==> config.mk <==
export PLATFORM = sky130hd
export DESIGN_NAME = fnn_param_loader
export DESIGN_NICKNAME = d
export VERILOG_FILES = /design/src/rtl/fnn_cfg_pkg.sv /design/src/rtl/fnn_param_loader.sv
export SDC_FILE = /design/constraint.sdc
export NUM_CORES = 1
export LEC_CHECK = 0
export ABC_AREA = 1
export CAP_MARGIN = 20
export CORE_ASPECT_RATIO = 1.2
export CORE_MARGIN = 2
export CORE_UTILIZATION = 40
export DETAILED_ROUTE_END_ITERATION = 8
export GPL_TIMING_DRIVEN = 0
export PLACE_DENSITY = 0.76
export SETUP_SLACK_MARGIN = 0.15
export SYNTH_ARGS = -nofsm -noshare
export SYNTH_HDL_FRONTEND = slang
export SYNTH_SLANG_ARGS = --single-unit
==> constraint.sdc <==
create_clock -name clk -period 1.6 [get_ports clk]
set_clock_uncertainty 0.2 [all_clocks]
set_input_delay 0.32 -clock clk [delete_from_list [all_inputs] [get_ports clk]]
set_output_delay 0.32 -clock clk [all_outputs]
set_load 0.01 [all_outputs]
==> src/rtl/fnn_cfg_pkg.sv <==
// Shared types and header decode for the FNN configuration-bus loader.
// CHK state exists only when FNN_LOADER_CHECKSUM_EN is defined.
package fnn_cfg_pkg;

    typedef enum logic [1:0] {
        KIND_ILL  = 2'b00,
        KIND_WGT  = 2'b01,
        KIND_BIAS = 2'b10,
        KIND_TERM = 2'b11
    } kind_e;

    localparam int HDR_KIND_MSB   = 31;
    localparam int HDR_KIND_LSB   = 30;
    localparam int HDR_LAYER_MSB  = 29;
    localparam int HDR_LAYER_LSB  = 22;
    localparam int HDR_NEURON_MSB = 21;
    localparam int HDR_NEURON_LSB = 12;
    localparam int HDR_COUNT_MSB  = 11;
    localparam int HDR_COUNT_LSB  = 0;

    typedef enum logic [2:0] {
        ST_HDR   = 3'd0,
        ST_WGT   = 3'd1,
        ST_BIAS  = 3'd2,
        ST_DRAIN = 3'd3,
`ifdef FNN_LOADER_CHECKSUM_EN
        ST_CHK   = 3'd4,
`endif
        ST_DONE  = 3'd5
    } loader_state_e;

    typedef struct packed {
        kind_e kind;
        logic  legal;
    } hdr_dec_t;

    // Terminators are always legal; weight/bias need an addressable neuron and a sane count.
    function automatic hdr_dec_t decode_hdr(
        input logic [31:0] hdr,
        input int          numLayers,
        input int          maxNeurons,
        input int          maxWeights
    );
        hdr_dec_t    dec;
        logic [31:0] layer;
        logic [31:0] neuron;
        logic [31:0] count;
        logic        addrOk;
        dec.kind = kind_e'(hdr[HDR_KIND_MSB:HDR_KIND_LSB]);
        layer    = 32'(hdr[HDR_LAYER_MSB:HDR_LAYER_LSB]);
        neuron   = 32'(hdr[HDR_NEURON_MSB:HDR_NEURON_LSB]);
        count    = 32'(hdr[HDR_COUNT_MSB:HDR_COUNT_LSB]);
        addrOk   = (layer >= 32'd1) && (layer <= $unsigned(numLayers))
                   && (neuron <= $unsigned(maxNeurons));
        case (dec.kind)
            KIND_WGT:  dec.legal = addrOk && (count >= 32'd1) && (count <= $unsigned(maxWeights));
            KIND_BIAS: dec.legal = addrOk && (count == 32'd1);
            KIND_TERM: dec.legal = 1'b1;
            default:   dec.legal = 1'b0;
        endcase
        return dec;
    endfunction

endpackage

==> src/rtl/fnn_param_loader.sv <==
// Host-stream to weight/bias broadcast-bus transmitter for the FNN accelerator.
// Optional checksum stage enabled by FNN_LOADER_CHECKSUM_EN.
module fnn_param_loader
    import fnn_cfg_pkg::*;
#(
    parameter int NUM_LAYERS  = 4,
    parameter int MAX_NEURONS = 1023,
    parameter int MAX_WEIGHTS = 784
) (
    input  logic        clk,
    input  logic        rst,
    input  logic [31:0] s_data,
    input  logic        s_valid,
    output logic        s_ready,
    output logic        weightValid,
    output logic        biasValid,
    output logic [31:0] weightValue,
    output logic [31:0] biasValue,
    output logic [31:0] config_layer_num,
    output logic [31:0] config_neuron_num,
    output logic        load_done,
    output logic        hdr_err,
    output logic        chk_err
);

    loader_state_e r_state;
    loader_state_e w_nextState;
    logic [11:0]   r_count;
    logic [11:0]   w_nextCount;
    logic [11:0]   w_hdrCount;
    hdr_dec_t      w_dec;
    logic          w_beat;
    logic          w_loadCfg;
    logic          w_wgtStrobe;
    logic          w_biasStrobe;
    logic          w_hdrErr;
`ifdef FNN_LOADER_CHECKSUM_EN
    logic          w_chkBeat;
    logic [31:0]   r_sum;
`endif

    assign w_beat     = s_valid & s_ready;
    assign w_hdrCount = s_data[HDR_COUNT_MSB:HDR_COUNT_LSB];
    assign w_dec      = decode_hdr(s_data, NUM_LAYERS, MAX_NEURONS, MAX_WEIGHTS);

    always_comb begin
        w_nextState  = r_state;
        w_nextCount  = r_count;
        w_loadCfg    = 1'b0;
        w_wgtStrobe  = 1'b0;
        w_biasStrobe = 1'b0;
        w_hdrErr     = 1'b0;
`ifdef FNN_LOADER_CHECKSUM_EN
        w_chkBeat    = 1'b0;
`endif
        if (w_beat) begin
            case (r_state)
                ST_HDR: begin
                    if (w_dec.legal && (w_dec.kind == KIND_WGT)) begin
                        w_nextState = ST_WGT;
                        w_nextCount = w_hdrCount;
                        w_loadCfg   = 1'b1;
                    end else if (w_dec.legal && (w_dec.kind == KIND_BIAS)) begin
                        w_nextState = ST_BIAS;
                        w_loadCfg   = 1'b1;
                    end else if (w_dec.legal && (w_dec.kind == KIND_TERM)) begin
`ifdef FNN_LOADER_CHECKSUM_EN
                        w_nextState = ST_CHK;
`else
                        w_nextState = ST_DONE;
`endif
                    end else begin
                        // Illegal header: swallow its payload so the stream stays framed.
                        w_hdrErr    = 1'b1;
                        w_nextCount = w_hdrCount;
                        w_nextState = (w_hdrCount != 12'd0) ? ST_DRAIN : ST_HDR;
                    end
                end
                ST_WGT: begin
                    w_wgtStrobe = 1'b1;
                    w_nextCount = (r_count != 12'd0) ? r_count - 12'd1 : 12'd0;
                    if (r_count <= 12'd1) w_nextState = ST_HDR;
                end
                ST_BIAS: begin
                    w_biasStrobe = 1'b1;
                    w_nextState  = ST_HDR;
                end
                ST_DRAIN: begin
                    w_nextCount = (r_count != 12'd0) ? r_count - 12'd1 : 12'd0;
                    if (r_count <= 12'd1) w_nextState = ST_HDR;
                end
`ifdef FNN_LOADER_CHECKSUM_EN
                ST_CHK: begin
                    w_chkBeat   = 1'b1;
                    w_nextState = ST_DONE;
                end
`endif
                ST_DONE: w_nextState = ST_DONE;
                default: w_nextState = ST_HDR;
            endcase
        end
    end

    // s_ready and load_done follow the next state so DONE takes effect right after the terminator.
    always_ff @(posedge clk) begin
        if (rst) begin
            r_state           <= ST_HDR;
            r_count           <= 12'd0;
            s_ready           <= 1'b0;
            load_done         <= 1'b0;
            weightValid       <= 1'b0;
            biasValid         <= 1'b0;
            weightValue       <= 32'd0;
            biasValue         <= 32'd0;
            config_layer_num  <= 32'd0;
            config_neuron_num <= 32'd0;
            hdr_err           <= 1'b0;
        end else begin
            r_state     <= w_nextState;
            r_count     <= w_nextCount;
            s_ready     <= (w_nextState != ST_DONE);
            load_done   <= (w_nextState == ST_DONE);
            weightValid <= w_wgtStrobe;
            biasValid   <= w_biasStrobe;
            hdr_err     <= hdr_err | w_hdrErr;
            if (w_wgtStrobe)  weightValue <= s_data;
            if (w_biasStrobe) biasValue   <= s_data;
            if (w_loadCfg) begin
                config_layer_num  <= 32'(s_data[HDR_LAYER_MSB:HDR_LAYER_LSB]);
                config_neuron_num <= 32'(s_data[HDR_NEURON_MSB:HDR_NEURON_LSB]);
            end
        end
    end

`ifdef FNN_LOADER_CHECKSUM_EN
    // Running 32-bit wrapping sum of every payload actually put on the bus.
    always_ff @(posedge clk) begin
        if (rst) begin
            r_sum   <= 32'd0;
            chk_err <= 1'b0;
        end else begin
            if (w_wgtStrobe || w_biasStrobe) r_sum <= r_sum + s_data;
            if (w_chkBeat && (s_data != r_sum)) chk_err <= 1'b1;
        end
    end
`else
    assign chk_err = 1'b0;
`endif

endmodule

; Word-level counts from Yosys, hierarchy flattened
; Cells that the tools add are included.
[totals]
ff_bits = 102
input_bits = 35
out_inout_bits = 134
[op_classes]
addsub = 1
magnitude_cmp = 5
n_eq_ne = 12
n_mux = 26
bitwise = 2
n_reduce_logical = 13
[op_table]
columns = operator, count
row1 = $mux W12, 4
row2 = $pmux W12 S2, 1
row3 = $reduce_bool A12 Y1, 2
row4 = $mux W3, 5
row5 = $mux W1, 13
row6 = $eq A12 B1 Y1 const B, 1
row7 = $ge A12 B1 Y1 const B, 1
row8 = $le A12 B1 Y1 const B, 1
row9 = $le A12 B10 Y1 const B, 1
row10 = $sub A12 B1 Y12 const B, 1
row11 = $ne A3 B3 Y1 const B, 3
row12 = $pmux W3 S3, 1
row13 = $ge A8 B1 Y1 const B, 1
row14 = $le A8 B3 Y1 const B, 1
row15 = $logic_and A1 B1 Y1, 7
row16 = $eq A3 B2 Y1 const B, 2
row17 = $eq A3 B3 Y1 const B, 2
row18 = $eq A2 B2 Y1 const B, 2
row19 = $reduce_and A4 Y1, 1
row20 = $eq A3 B1 Y1 const B, 1
row21 = $logic_not A3 Y1, 1
row22 = $pmux W1 S3, 1
row23 = $eq A2 B1 Y1 const B, 1
row24 = $mux W2, 1
row25 = other kinds (4), 4

; Longest topological paths before layout
[logic_depth]
ltp_word = 12
mapped_depth = 14
mapped_depth_nobuf = 14

; Worst setup path before layout
; No wires, ideal clock.
[synth_path]
path_type = flip-flop to flip-flop
from = register r_count[0]
to = register s_ready
setup_ns = 0.110
arrival_ns = 1.389
required_time_ns = 1.290
setup_slack_ns = -0.099
path_stages_with_launch = 15
path_buffers = 0
period_less_slack_ns = 1.699
path_cell_list = dfxtp_1 > inv_1 > ha_1 > nand2_1 > nand2_1 > nand2_1 > nand3_1 > nand2_1 > inv_1 > nand2_1 > nand2_1 > nand2_1 > nand4_1 > nand2_1 > inv_1
[synth_between]
elab_chain_len = 5
[synth_rtl]
columns = item, line_no
row1 = "start, declared", fnn_param_loader.sv:28  ; logic [11:0] r_count;
row2 = "start signal, assigned", fnn_param_loader.sv:120  ; r_count <= w_nextCount;
row3 = $le A12 B1 Y1, "fnn_param_loader.sv:82, fnn_param_loader.sv:90"
row4 = $mux W3, "fnn_param_loader.sv:82, fnn_param_loader.sv:90"
row5 = $pmux W3 S3, fnn_param_loader.sv:57  ; case (r_state)
row6 = $mux W3, fnn_param_loader.sv:56  ; if (w_beat) begin
row7 = $ne A3 B3 Y1, fnn_param_loader.sv:121  ; s_ready <= (w_nextState != ST_DONE);
row8 = "end signal, assigned", fnn_param_loader.sv:121
row9 = "end, declared", fnn_param_loader.sv:14  ; output logic s_ready,
; Every way passes these cells.
; A chain may end at the register's enable or synchronous reset.

; Final worst setup path
[layout_path]
from = register r_count[0]
to = register r_count[11]
[layout_between]
elab_chain_len = 3
word_cells_on_any_way = 4
[layout_rtl]
columns = item, line_no
row1 = $sub A12 B1 Y12 / $reduce_bool A12 Y1 (equally long branches), "fnn_param_loader.sv:81, fnn_param_loader.sv:89"
row2 = $mux W12 *, "fnn_param_loader.sv:81, fnn_param_loader.sv:89"
row3 = $pmux W12 S2 *, fnn_param_loader.sv:57
; Every way passes the cells marked *; elsewhere a longest branch is shown, timed or not.

==> parameters.txt <==
Parameter                              Value

Run status
  Status ... complete, but fails checks
  Violated checks ... negative setup slack

Setup path
  Arrival time worst endpoint ... 1.92 ns
  Start point of the critical path ... r_count[0]
  Highest cell delay on the worst timing path ... 0.38 ns
  Cell repeated most along the worst path ... sky130_fd_sc_hd__nor2_1
  FF-to-FF setup slack ... -0.23 ns
  Crit path required time ... 1.69 ns
  Path type of the worst setup path ... register to register
  Startpoint kind of the worst setup timing path ... register
  Reg-to-Reg Start ... r_count[0]
  Logic depth of the worst register-to-register path ... 8
  CP max-delay cell ... sky130_fd_sc_hd__dfxtp_4
  Crit path cell chain ... nor3_4 > nand4_1 > nor2_2 > nand3_1 > xor2_1 > nor2_1 > nor2_1 > nor2_1
  Max Fanout on Critical Path ... 5
  Crit path capture ... r_count[11]
  R2R Path End ... r_count[11]
  Element type at the critical path end ... register

Synthesis
  Fraction of post-synthesis cell area in the top cell type by area ... 45.3%
  Cell taking the most area after synthesis ... sky130_fd_sc_hd__dfxtp_1
  Top area cells in the synthesized netlist ... sky130_fd_sc_hd__dfxtp_1, sky130_fd_sc_hd__nor2_1, sky130_fd_sc_hd__o21ai_0
  Fraction of registers with async set or reset after synthesis ... 0%
  Most numerous cell types in the synthesized netlist ... sky130_fd_sc_hd__nor2_1, sky130_fd_sc_hd__dfxtp_1, sky130_fd_sc_hd__o21ai_0
  Post-Syn Area per Cell ... 7.69 um^2
  Post-synthesis cell type count ... 33
  YS warnings ... 0
  Dominant cell by count in the synthesized netlist ... sky130_fd_sc_hd__nor2_1
  EDFF count, synth ... 0
  Count of state elements after synthesis ... 102
  Post-synthesis sequential area ratio ... 45.3%
  Number of instances in the synthesized netlist ... 587
  Post-Synthesis Cell Area ... 4510 um^2
  Commonest register cell after synthesis ... sky130_fd_sc_hd__dfxtp_1

Power
  LEAKAGE ... 3.62 nW
  Clock share of power ... 36.1%
  Internal power summed over all cells ... 4.77 mW
  Fraction of power spent switching nets ... 29.1%
  Largest voltage drop on the vdd net ... between 0.0006 and 0.0007 V
  Share of total power in combinational logic ... 23.3%
  Part of the power in registers ... 40.6%
  Power density of the placed cells ... 832 nW/um^2
  Total design power ... 6.73 mW
  Power dissipated by switching net loads ... 1.96 mW

Clock network
  Count of clock tree sinks ... 102
  Clock network latency to the later pin of the worst-skew pair ... 0.35 ns
  CTS tree ... yes
  Number of buffers inserted during clock tree synthesis ... 9
  Clock Root Buffer ... sky130_fd_sc_hd__clkbuf_16
  Clock Tree Buf Depth ... 2
  Count of hold buffers inserted by post-cts repair ... 0
  Clock H-tree levels ... 3
  CTS clk-pin slew, worst paths ... 0.07 ns

Detailed routing
  DR pass1 iterations ... 6
  Detailed-route DRC error count ... 0
  Average detailed-routed wire length per instance ... 18.6 um
  Initial drt markers ... 289
  Sum of routed wire length over all layers ... 18400 um
  Number of vias per cell ... ~5.3
  Routed via count ... 5190
  Antenna Violating Nets Remaining ... 0

Floorplanning
  Y dimension of the die ... around 120 um
  Horiz. Die Dim ... 101 um
  Starting utilization of the core area ... between 40% and 50%
  Row count ... 42
  Core outline area ... roughly 11000 um^2
  Top Ports ... 169
  Die Outline Area ... 12100 um^2

Place
  Routability congestion estimate ... 0.878
  Placed inst area ... 6130 um^2
  Half-perimeter wire length of the detailed placement result ... 10100 um
  Worst slack after detailed placement ... -0.962 ns
  Number of buffers inserted by port buffering ... 120

Cells and area
  Layout cells sized above 1 ... 59.4%
  Growth of design area from synthesis to finish ... 79.4%
  Finished layout cell area ... 8100 um^2
  Antenna Diode Count ... 0
  Layout net count ... 887
  End-of-flow core utilization ... 73.4%

STA
  Final setup violation count ... 60
  RSZ-0062 raised after global routing ... true
  Worst rel slew slack ... a little under half
  Share of the cycle needed by the critical path after routing ... 114%
  Final Worst Setup Slack ... -0.229 ns
  Transition time of the tightest slew-check pin ... 0.801 ns
  Number of slew-limit violations in the final report ... 0
  Maximum clock frequency ... 547 MHz
  Period minus WS final ... 1.83 ns
  Number of hold violations in the final report ... 0
  Setup TNS after final layout ... -4.45 ns

Global route
  Total congestion overflow ... 0
  Vias in the first global route ... 4731
  Pin count of the biggest net entering global routing ... 18
  First-pass GRT wire length ... 23100 um
  Global-route usage over all layers ... 24.3%
  Antenna violations before repair ... 0

Job
  Max_cap viols ... 0

Min path
  Path category of the worst min-delay check ... primary input to register
## power by group through the flow
stage          Sequential, mW  Combinational (mW)  Clock (mW)
5_1_grt                  2.74                1.67        2.52
3_3_place_gp             2.76                1.02           0
2_1_floorplan            2.77               0.663           0
6_report                 2.73                1.57        2.43
4_1_cts                  2.72                1.27        2.41
3_5_place_dp             2.76                1.05           0
## worst max-delay path: cells and delay by family (launching register included)
kind | cells | cell delay (ns)
flip-flops | 1 | 0.38
XOR/XNOR | 1 | 0.17
AND/OR/NAND/NOR | 7 | 1.01
## cells in the final DEF, fill, tap and decap left out, types with 27 or more instances in the layout
master                            count
sky130_fd_sc_hd__dfxtp_1             53
sky130_fd_sc_hd__nand2_1             28
sky130_fd_sc_hd__buf_2               27
sky130_fd_sc_hd__nor2_4              29
sky130_fd_sc_hd__dfxtp_2             42
sky130_fd_sc_hd__nor2_1              71
sky130_fd_sc_hd__conb_1              47
sky130_fd_sc_hd__buf_4              101
sky130_fd_sc_hd__o21ai_2             45
sky130_fd_sc_hd__clkbuf_2            48
sky130_fd_sc_hd__a21oi_1             41
sky130_fd_sc_hd__clkdlybuf4s15_2     29
sky130_fd_sc_hd__buf_6               27
## flip-flops by register name, indices dropped and copies added (netlist names)
register,count
config_layer_num,8
biasValid,1
weightValid,1
r_count,12
s_ready,1
load_done,1
biasValue,32
config_neuron_num,10
r_state,3
hdr_err,1
weightValue,32
## layout make-up
type	instances	area, um^2
fill	730	2940
multi-input combinational	411	2780
sequential	102	2120
timing repair buffer	205	1830
buffer	75	661
clock buffer	10	239
inverter	46	209
tap	132	165
clock inverter	6	90.1
## metrics by stage
stage	instances	hold WS [ns]
2_1_floorplan	633	0.255
3_3_place_gp	885	0.244
3_5_place_dp	885	0.253
4_1_cts	954	0.00719
5_1_grt	987	0.0291
6_report	987	0.0188
## how the worst min path moves through the flow
stage | depth (start not counted) | end | start
after floorplan | 2 | weightValue[27] | s_data[27]
after global placement | 2 | config_layer_num[5] | config_layer_num[5]
after detailed placement | 2 | config_layer_num[7] | config_layer_num[7]
after CTS | 3 | weightValue[26] | s_data[26]
after global routing | 3 | weightValue[26] | s_data[26]
final | 3 | weightValue[26] | s_data[26]
## timing repair
item | in CTS | in global routing
gates resized for setup | 458 | 321
setup buffers | 48 | 28
setup endpoints to repair | 188 | 165
gates cloned | 5 | 5
pin swaps | 45 | 66
## cell families (layout without fill, tap and decap cells)
family                   count (synthesis)  count (layout)  synth area share, %
AND/OR/NAND/NOR                        186             187                 18.5
buffers and inverters                  121             342                 14.7
AO/OA/AOI/OAI                          167             167                 19.4
XOR/XNOR                                 8               8                 1.55
flip-flops                             102             102                 45.3
other                                    1              47               0.0831
adder cells (fa/ha/maj)                  2               2                0.555
## metal layers
layer / vias to the layer above / share of wire, % / track usage (%)
met1: 2468 / 35 / 25.4
met5: - / 0 / 0
li1: 2360 / - / -
met3: 76 / 6.6 / 5.14
met2: 286 / 54 / 45.5
met4: 0 / 5.0 / 11.0
Note: power is estimated with default switching activity, not from simulation.
